$ cat config.mk
export PLATFORM = sky130hd
export DESIGN_NAME = spi_flash_reader_flat
export DESIGN_NICKNAME = d
export VERILOG_FILES = /design/src/rtl/spi_flash_reader_if.sv /design/src/rtl/spi_flash_reader.sv /design/src/flat_wrapper.sv
export SDC_FILE = /design/constraint.sdc
export NUM_CORES = 1
export LEC_CHECK = 0
export BUFFER_PORTS_ARGS = -buffer_cell sky130_fd_sc_hd__buf_2
export CORE_MARGIN = 10
export CORE_UTILIZATION = 45
export DETAILED_ROUTE_END_ITERATION = 7
export HOLD_SLACK_MARGIN = 0.05
export PLACE_DENSITY = 0.65
export SLEW_MARGIN = 20
export SYNTH_ARGS = -nofsm -noshare
export SYNTH_HDL_FRONTEND = slang
export SYNTH_SLANG_ARGS = --single-unit
$ cat constraint.sdc
create_clock -name clk -period 2.4 [get_ports clk]
set_input_delay 0.48 -clock clk [delete_from_list [all_inputs] [get_ports clk]]
set_output_delay 0.48 -clock clk [all_outputs]
set_load 0.005 [all_outputs]
$ cat src/rtl/spi_flash_reader_if.sv
// spi_flash_reader_if: groups the request/stream handshake and SPI pins of
// spi_flash_reader.
//   slave  : the read engine (consumes start/addr/len/m_ready/miso,
//            drives busy/done/m_data/m_valid/cs_n/sclk/mosi)
//   master : the user logic / flash side that talks to the engine
// Stream handshake: a byte moves when m_valid && m_ready are both high at a
// rising clk edge; once m_valid is high, m_valid and m_data stay stable until
// that transfer happens.
interface spi_flash_reader_if #(
  parameter int LEN_W = 16
);
  logic             start;
  logic [23:0]      addr;
  logic [LEN_W-1:0] len;
  logic             busy;
  logic             done;
  logic [7:0]       m_data;
  logic             m_valid;
  logic             m_ready;
  logic             cs_n;
  logic             sclk;
  logic             mosi;
  logic             miso;

  modport slave (
    input  start, addr, len, m_ready, miso,
    output busy, done, m_data, m_valid, cs_n, sclk, mosi
  );

  modport master (
    output start, addr, len, m_ready, miso,
    input  busy, done, m_data, m_valid, cs_n, sclk, mosi
  );
endinterface

$ cat src/rtl/spi_flash_reader.sv
// spi_flash_reader: SPI NOR flash read engine (mode 0). Sends READ (0x03) plus a
// 24-bit address, then streams len bytes out on a valid/ready byte port.
// SCLK is held low while a completed byte cannot be handed to the output
// register, so the consumer can stall the flash without losing data.
//
// Ports:
//   clk, rst  : clock, synchronous active-high reset
//   bus       : spi_flash_reader_if.slave (start/addr/len/busy/done,
//               m_data/m_valid/m_ready, cs_n/sclk/mosi/miso)
//   dbg_state : current FSM state encoding
//
// Optional feature: define SPI_FAST_READ_EN to issue FAST_READ (0x0B) with
// 8 dummy clocks between address and data.
module spi_flash_reader #(
  parameter int CLK_DIV = 2,
  parameter int LEN_W   = 16,
  parameter int CS_GAP  = 4
) (
  input  logic                  clk,
  input  logic                  rst,
  spi_flash_reader_if.slave     bus,
  output logic [2:0]            dbg_state
);

  typedef enum logic [2:0] {
    S_IDLE  = 3'd0,
    S_CMD   = 3'd1,
    S_ADDR  = 3'd2,
    S_DUMMY = 3'd3,
    S_DATA  = 3'd4,
    S_END   = 3'd5,
    S_GAP   = 3'd6
  } state_t;

`ifdef SPI_FAST_READ_EN
  localparam logic [7:0] OPCODE    = 8'h0B;
  localparam state_t     ADDR_NEXT = S_DUMMY;
`else
  localparam logic [7:0] OPCODE    = 8'h03;
  localparam state_t     ADDR_NEXT = S_DATA;
`endif

  localparam logic [LEN_W-1:0] ONE      = {{(LEN_W-1){1'b0}}, 1'b1};
  localparam logic [7:0]       DIV_LAST = 8'(CLK_DIV - 1);
  localparam logic [7:0]       GAP_LAST = 8'(CS_GAP - 1);

  state_t           state;
  logic [31:0]      tx_sh;      // bits still to send after the one on mosi
  logic [7:0]       rx_sh;
  logic             rx_full;    // rx_sh holds a complete byte not yet moved out
  logic             miso_q;
  logic             last_byte;
  logic [LEN_W-1:0] rem;
  logic [7:0]       div_cnt;
  logic [7:0]       gap_cnt;
  logic [4:0]       bit_cnt;    // sclk rises seen in the current state/byte
  logic             cs_n_q, sclk_q, mosi_q, busy_q, done_q, out_valid;
  logic [7:0]       out_data;

  logic shifting, phase_end, stall, drain, rise, fall;

  assign shifting  = (state == S_CMD) || (state == S_ADDR) ||
                     (state == S_DUMMY) || (state == S_DATA);
  assign phase_end = (div_cnt == DIV_LAST);
  // A finished byte still waiting for the output register freezes the low
  // phase, so no further miso bit is clocked in until it has moved over.
  assign stall     = (state == S_DATA) && !sclk_q && rx_full;
  assign drain     = out_valid && bus.m_ready;
  assign rise      = shifting && phase_end && !stall && !sclk_q;
  assign fall      = shifting && phase_end && sclk_q;

  always_ff @(posedge clk) begin
    if (rst) begin
      state     <= S_IDLE;
      tx_sh     <= '0;
      rx_sh     <= '0;
      rx_full   <= 1'b0;
      miso_q    <= 1'b0;
      last_byte <= 1'b0;
      rem       <= '0;
      div_cnt   <= '0;
      gap_cnt   <= '0;
      bit_cnt   <= '0;
      cs_n_q    <= 1'b1;
      sclk_q    <= 1'b0;
      mosi_q    <= 1'b0;
      busy_q    <= 1'b0;
      done_q    <= 1'b0;
      out_valid <= 1'b0;
      out_data  <= '0;
    end else begin
      done_q <= 1'b0;
      miso_q <= bus.miso;

      // Output register: refill from rx when empty or draining this cycle.
      if (rx_full && (!out_valid || drain)) begin
        out_data  <= rx_sh;
        out_valid <= 1'b1;
        rx_full   <= 1'b0;
      end else if (drain) begin
        out_valid <= 1'b0;
      end

      // SCLK generator: CLK_DIV cycles per phase, paused while stalled.
      if (shifting && !stall) begin
        if (phase_end) begin
          div_cnt <= '0;
          sclk_q  <= !sclk_q;
        end else begin
          div_cnt <= div_cnt + 8'd1;
        end
      end

      case (state)
        S_IDLE: begin
          if (bus.start) begin
            if (bus.len == '0) begin
              done_q <= 1'b1;
            end else begin
              busy_q    <= 1'b1;
              cs_n_q    <= 1'b0;
              mosi_q    <= OPCODE[7];
              tx_sh     <= {OPCODE[6:0], bus.addr, 1'b0};
              rem       <= bus.len;
              bit_cnt   <= '0;
              div_cnt   <= '0;
              sclk_q    <= 1'b0;
              last_byte <= 1'b0;
              state     <= S_CMD;
            end
          end
        end

        S_CMD, S_ADDR: begin
          if (rise) bit_cnt <= bit_cnt + 5'd1;
          if (fall) begin
            mosi_q <= tx_sh[31];
            tx_sh  <= {tx_sh[30:0], 1'b0};
            if (state == S_CMD && bit_cnt == 5'd8) begin
              bit_cnt <= '0;
              state   <= S_ADDR;
            end else if (state == S_ADDR && bit_cnt == 5'd24) begin
              bit_cnt <= '0;
              mosi_q  <= 1'b0;
              state   <= ADDR_NEXT;
            end
          end
        end

        S_DUMMY: begin
          if (rise) bit_cnt <= bit_cnt + 5'd1;
          if (fall && bit_cnt == 5'd8) begin
            bit_cnt <= '0;
            state   <= S_DATA;
          end
        end

        S_DATA: begin
          if (rise) begin
            rx_sh <= {rx_sh[6:0], miso_q};
            if (bit_cnt == 5'd7) begin
              bit_cnt <= '0;
              rx_full <= 1'b1;
              rem     <= rem - ONE;
              if (rem == ONE) last_byte <= 1'b1;
            end else begin
              bit_cnt <= bit_cnt + 5'd1;
            end
          end
          if (fall && last_byte) state <= S_END;
        end

        S_END: begin
          cs_n_q  <= 1'b1;
          gap_cnt <= '0;
          state   <= S_GAP;
        end

        S_GAP: begin
          // Finish only once the gap has elapsed and no byte is left behind.
          if (gap_cnt >= GAP_LAST && !rx_full && (!out_valid || drain)) begin
            done_q <= 1'b1;
            busy_q <= 1'b0;
            state  <= S_IDLE;
          end else if (gap_cnt != 8'hFF) begin
            gap_cnt <= gap_cnt + 8'd1;
          end
        end

        default: state <= S_IDLE;
      endcase
    end
  end

  assign bus.busy    = busy_q;
  assign bus.done    = done_q;
  assign bus.m_data  = out_data;
  assign bus.m_valid = out_valid;
  assign bus.cs_n    = cs_n_q;
  assign bus.sclk    = sclk_q;
  assign bus.mosi    = mosi_q;
  assign dbg_state   = state;

endmodule

$ cat src/flat_wrapper.sv
// flat-port wrapper written by rule: the top's interface ports become plain ports
module spi_flash_reader_flat 
#(
  parameter int CLK_DIV = 2,
  parameter int LEN_W   = 16,
  parameter int CS_GAP  = 4
)
  (clk, rst, dbg_state, bus_start, bus_addr, bus_len, bus_m_ready, bus_miso, bus_busy, bus_done, bus_m_data, bus_m_valid, bus_cs_n, bus_sclk, bus_mosi);
  spi_flash_reader_if #(.LEN_W(LEN_W)) bus_i ();
  input  logic clk;
  input  logic rst;
  output logic [2:0] dbg_state;
  input wire logic [$bits(bus_i.start)-1:0] bus_start;
  input wire logic [$bits(bus_i.addr)-1:0] bus_addr;
  input wire logic [$bits(bus_i.len)-1:0] bus_len;
  input wire logic [$bits(bus_i.m_ready)-1:0] bus_m_ready;
  input wire logic [$bits(bus_i.miso)-1:0] bus_miso;
  output wire logic [$bits(bus_i.busy)-1:0] bus_busy;
  output wire logic [$bits(bus_i.done)-1:0] bus_done;
  output wire logic [$bits(bus_i.m_data)-1:0] bus_m_data;
  output wire logic [$bits(bus_i.m_valid)-1:0] bus_m_valid;
  output wire logic [$bits(bus_i.cs_n)-1:0] bus_cs_n;
  output wire logic [$bits(bus_i.sclk)-1:0] bus_sclk;
  output wire logic [$bits(bus_i.mosi)-1:0] bus_mosi;
  assign bus_i.start = bus_start;
  assign bus_i.addr = bus_addr;
  assign bus_i.len = bus_len;
  assign bus_i.m_ready = bus_m_ready;
  assign bus_i.miso = bus_miso;
  assign bus_busy = bus_i.busy;
  assign bus_done = bus_i.done;
  assign bus_m_data = bus_i.m_data;
  assign bus_m_valid = bus_i.m_valid;
  assign bus_cs_n = bus_i.cs_n;
  assign bus_sclk = bus_i.sclk;
  assign bus_mosi = bus_i.mosi;
  spi_flash_reader #(.CLK_DIV(CLK_DIV), .LEN_W(LEN_W), .CS_GAP(CS_GAP)) u_core (.clk(clk), .rst(rst), .bus(bus_i), .dbg_state(dbg_state));
endmodule
# Word-level counts from Yosys, hierarchy flattened

Cells that the tools add are included.

Bits in read-only memories: 0
Memories kept: 0
Register bits: 97
Word-level logic and storage cells: 154
Memory bits (writable): 0
Bits of input ports: 45
Output and inout port bits: 17
Latch bits: 0

Bitwise gates (word level): 0
Order comparisons: 1
Div/mod/pow operators: 0
Muxes and demuxes: 66
Add/sub/neg operators: 4
Shifts and indexed selects: 0
Multiply operators: 0
Reduce and logical (&&, ||, !) cells: 42
Equal/unequal tests: 24

Operator list:

| cell                    | number |
|---|---|
| $mux W32                | 3 |
| $mux W16                | 4 |
| $pmux W32 S2            | 1 |
| $mux W8                 | 7 |
| $mux W5                 | 9 |
| $pmux W16 S2            | 1 |
| $mux W1                 | 25 |
| $mux W3                 | 8 |
| $pmux W5 S4             | 1 |
| $pmux W3 S6             | 1 |
| $add A8 B1 Y8 const B   | 2 |
| $eq A16 B1 Y1 const B   | 1 |
| $logic_not A16 Y1       | 1 |
| $pmux W8 S2             | 1 |
| $sub A16 B1 Y16 const B | 1 |
| $logic_and A1 B1 Y1     | 15 |
| $ne A2 B2 Y1 const B    | 7 |
| $reduce_and A4 Y1       | 3 |
| $reduce_bool A2 Y1      | 6 |
| $pmux W1 S2             | 5 |
| $eq A3 B3 Y1 const B    | 3 |
| $eq A8 B1 Y1 const B    | 1 |
| $ge A8 B2 Y1 const B    | 1 |
| $ne A2 B1 Y1 const B    | 4 |
| 18 further kinds        | 26 |

# Logic depth before layout (Yosys ltp)

Depth in word-level cells: 12
Mapped depth: 10

# Worst setup path after synthesis

OpenSTA, ideal clock, no wires.

Path type: flip-flop to flip-flop
Start point: reg u_core.div_cnt[0]
End point: reg u_core.state[2] (netlist: u_core.dbg_state[2])
Period minus slack after synthesis: 2.103 ns
Setup slack: 0.297 ns
Data required time: 2.278 ns
Arrival: 1.981 ns
Stages on the path, launching flop included: 8
Buffers on the path: 1
Setup time: 0.122 ns
Cell sequence: dfxtp_1 > ha_1 > nor3b_1 > o2111ai_1 > o2bb2ai_1 > or4_1 > buf_2 > o311a_1

Cells in the longest elaborated chain, start to end: 6
Elaborated cells between the ends (all ways): 9
Classes of those cells: eq/ne (4); reduce/logical (5)

RTL lines:

| item                                          | line                                             | source |
|---|---|---|
| from (decl)                                   | spi_flash_reader.sv:54                           | `logic [7:0] div_cnt;` |
| from (signal assigned)                        | spi_flash_reader.sv:110                          | `div_cnt <= div_cnt + 8'd1;` |
| $eq A8 B1 Y1 *                                | spi_flash_reader.sv:64                           | `assign phase_end = (div_cnt == DIV_LAST);` |
| $logic_and A1 B1 Y1 * (2 in series)           | spi_flash_reader.sv:70                           | `assign fall = shifting && phase_end && sclk_q;` |
| $logic_and A1 B1 Y1, on equally long branches | spi_flash_reader.sv:152, spi_flash_reader.sv:170 |  |
| $ne A2 B2 Y1 (no source line)                 | n/a                                              |  |
| $reduce_and A7 Y1 (no source line) *          | n/a                                              |  |
| to (signal assigned)                          | spi_flash_reader.sv:74                           | `state <= S_IDLE;` |
| to (signal assigned)                          | spi_flash_reader.sv:154                          | `state <= S_DATA;` |
| to (signal assigned)                          | spi_flash_reader.sv:170                          | `if (fall && last_byte) state <= S_END;` |
| to (decl)                                     | spi_flash_reader.sv:47                           | `state_t state;` |

Mark *: on every way between the ends. The rest lies on a longest branch, timed or not.
A chain may end at the register's enable or synchronous reset.

# Final worst setup path

Start point: reg u_core.bit_cnt[0]
End point: reg u_core.rem[15]

Cells in the longest elaborated chain, start to end: 3

RTL lines:

| item                               | line                    | source |
|---|---|---|
| from (decl)                        | spi_flash_reader.sv:56  | `logic [4:0] bit_cnt;` |
| from (signal assigned)             | spi_flash_reader.sv:135 | `if (rise) bit_cnt <= bit_cnt + 5'd1;` |
| from (signal assigned)             | spi_flash_reader.sv:151 | `if (rise) bit_cnt <= bit_cnt + 5'd1;` |
| from (signal assigned)             | spi_flash_reader.sv:167 | `bit_cnt <= bit_cnt + 5'd1;` |
| $eq A5 B3 Y1                       | spi_flash_reader.sv:161 | `if (bit_cnt == 5'd7) begin` |
| $ne A2 B2 Y1 (no source line)      | n/a                     |  |
| $reduce_and A5 Y1 (no source line) | n/a                     |  |
| to (signal assigned)               | spi_flash_reader.sv:124 | `rem <= bus.len;` |
| to (signal assigned)               | spi_flash_reader.sv:164 | `rem <= rem - ONE;` |
| to (decl)                          | spi_flash_reader.sv:53  | `logic [LEN_W-1:0] rem;` |

No other way between the ends.

==> flow_summary_export.csv <==
group,metric,value,unit
placement,pre_cts_ws,-0.106,ns
worst_setup_path,cp-end-kind,"flop",
routing,antenna_left,0,
yosys,synth_top_area_share,41.3,%
yosys,ys_async_sr_fraction,0,%
cts,root_buffer,"clkbuf_8",
cts,insertion_delay,0.37,ns
cells_and_area,layout.area.seq,1920,sq um
floorplan,die_x,122,microns
cells_and_area,syn_to_final_growth,17.2,%
yosys,synth_area,4660,sq um
global_routing,grt_overflow,0,
cts,cts_tree,"done",
cells_and_area,multi_input_area,2570,sq um
yosys,synthCells,559,
cts,cts_sinks,96,
yosys,yosys.cell_types.count,62,
global_routing,grt_pass1_wl,19.8,mm
placement,gp_congestion,0.882,
floorplan,die_area,14800,sq um
cells_and_area,num-fill-cells,971,
worst_setup_path,cp-start-kind,"flop",
floorplan,die_h,122,microns
cts,cts-buffers-inserted,9,
yosys,synth.area.top_cells,"dfxtp_1 (41%), mux2i_1 (7.1%), nor2_1 (6.1%)",
global_routing,grt_max_degree,77,
worst_hold_path,worstHoldPathType,"input pin to flop",
worst_setup_path,rr_worst_depth,5,
timing,fin_tns_setup,0,ns
yosys,yosysTopAreaCell,"dfxtp_1",
cells_and_area,fin_nets,677,
global_routing,grt_pass1_vias,4204,
yosys,ys_seq_elements,96,
floorplan,rows,37,
routing,wirelength,11.8,mm
worst_hold_path,worstHoldEndpoint,"u_core.miso_q",
global_routing,antenna_found_initial,0,
timing,timing.final.crit_share,93.2,%
routing,wl_met1,5.28,mm
routing,vias_per_cell,5.58,
timing,fin_crit,2.24,ns
worst_hold_path,min_path_cells,2,
yosys,synth_top_family_by_area,"simple AND/OR/NAND/NOR gates",
timing,setup_viol,0,
worst_setup_path,crit_chain,"ha_2, or4b_1, a21oi_1, nand2_1, o32ai_1",
power,design_power_total,5030,uW
routing,vias,4273,
routing,highest_layer,"met4",
yosys,synth_compound_area_share,19.2,%
cts,hold_buffers,0,
timing,finalHoldViolations,0,
worst_setup_path,r2r-start,"u_core.bit_cnt[0]",
cells_and_area,drive_above_1_share,19.0,%
worst_setup_path,regToRegSetupSlack,0.16,ns
yosys,synth-seq-area-share,41.3,%
floorplan,initial_core_util,45.7,%
yosys,ys.flop_type,"dfxtp_1",
floorplan,coreArea,10200,sq um
power,p_per_area,921,nW/um^2
worst_setup_path,critical_path_class,"flop to flop",
global_routing,grtUsageTotal,15.9,%
routing,dr_wl_met3,804,microns
routing,dr.pass1.iters,5,
timing,max_freq,0.447,GHz
yosys,postSynthAreaPerCell,8.33,sq um
timing,timing.hold.ws,0.315,ns
placement,port_buffers,61,
yosys,ys_warn_count,0,
cells_and_area,final_cell_mix,"dfxtp_1 (96), nor2_1 (76), buf_2 (61)",
status,status,"finished, final reports clean",
yosys,synth_xor_area_share,2.63,%
timing,final_max_slew_viol_count,0,
yosys,synth-edff-count,0,
timing,setup_ws,0.163,ns
cells_and_area,antenna_cells,0,
yosys,muxShareOfSynthArea,7.09,%
yosys,synth_nets,611,
worst_setup_path,cp.required,2.67,ns
timing,tightest_slew,0.587,ns
worst_hold_path,min-delay-start,"bus_miso",
timing,rsz0062_at_grt,"false",
cells_and_area,finish.utilization,53.6,%
placement,place_hpwl,8.31,mm
worst_setup_path,critPathSlowestCell,"or4b_1",
cts,htreeDepth,3,
flow_run,max-cap-violations,0,
yosys,synthSimpleGateAreaFrac,23.3,%
floorplan,pin_count,62,
timing,clock_skew,0.0138,ns
routing,routedWlPerCell,15.4,microns
routing,drt_iter0_markers,371,
timing,relSlewSlack,60.9,%
cts,clk_pin_slew,0.10,ns
yosys,synth_adder_area_share,1.88,%
worst_setup_path,r2r-end,"u_core.rem[15]",
power,vdd_drop_max,0.000384,V
worst_setup_path,crit_path_max_incr_delay,0.58,ns
worst_setup_path,crit_fanout,7,
routing,route.detailed.drc,0,
routing,routed-wl-met2,5.53,mm
power,p_leak,0.00215,uW
cts,clockBufferDepth,2,
cells_and_area,final_common_cell,"dfxtp_1",
worst_setup_path,arrival,2.51,ns
-- through the flow --
step / instances / cell area, sq um
after floorplan: 559 / 4660
after global placement: 749 / 5260
after detailed placement: 749 / 5260
after CTS: 765 / 5430
after global routing: 766 / 5460
final: 766 / 5460
-- power breakdown --
group	switching [uW]	total, uW	internal, uW
Clock	582	958	377
Combinational	1190	2040	853
Sequential	190	2030	1840
-- worst max-delay path, delay by kind of cell, from the launching register on --
family	cells	cell delay [ns]
fa+ha+maj	1	0.24
compound gates	2	0.61
flops	1	0.41
simple gates	2	0.86
-- worst max-delay path by stage --
stage                          end  slack, ns              start
6_report            u_core.rem[15]       0.16  u_core.bit_cnt[0]
2_1_floorplan  u_core.dbg_state[2]       0.30  u_core.div_cnt[0]
4_1_cts        u_core.dbg_state[2]       0.02  u_core.div_cnt[0]
5_1_grt             u_core.rem[13]      0.008  u_core.bit_cnt[1]
3_5_place_dp       u_core.tx_sh[4]      -0.11        bus_len[13]
3_3_place_gp     u_core.bit_cnt[4]      -0.03        bus_len[10]
-- flip-flops by register name (all words and copies together) (netlist names), 3 cells and up --
| register | flops |
|---|---|
| u_core.dbg_state | 3 |
| u_core.bit_cnt | 5 |
| u_core.bus.m_data | 8 |
| u_core.gap_cnt | 8 |
| u_core.rem | 16 |
| u_core.rx_sh | 8 |
| u_core.tx_sh | 31 |
| u_core.div_cnt | 8 |
-- per-layer routing --
| metal | track usage [%] | up-vias |
|---|---|---|
| met5 | 0 | - |
| met3 | 4.12 | 16 |
| met4 | 6.26 | 0 |
| met1 | 20.0 | 1982 |
| met2 | 25.4 | 129 |
| li1 | - | 2146 |
-- cells in the mapped netlist (10+ instances only) --
library cell   n
dfxtp_1       96
nor2_1        76
nand2_1       51
a21oi_1       48
mux2i_1       33
a211oi_1      26
clkbuf_1      22
inv_1         19
o21ai_0       17
nand3_1       15
nor3_1        12
xor2_1        11
buf_2         10
nand2b_1      10
nand4_1       10
-- kinds of logic (layout without fill, tap and decap cells) --
logic type,count (synthesis),in the layout
mux,33,33
simple gates,218,218
fa+ha+maj,7,7
flops,96,96
xor+xnor,14,14
buf+inv,54,124
compound gates,137,138
-- timing repair --
action,CTS,global route
setup endpoints to repair,0,16
gates resized for setup,0,4
buffers inserted,0,0
-- cell type report --
class                   count  share of cell area, %
multi-input cells         410                   47.2
flip-flops and latches     96                   35.2
repair buffers             88                   10.0
well taps                 136                   3.12
clock buffers               9                   2.27
inverters                  20                   1.38
clock inverters             7                  0.871
No activity file was read; power rests on OpenSTA's default activity.
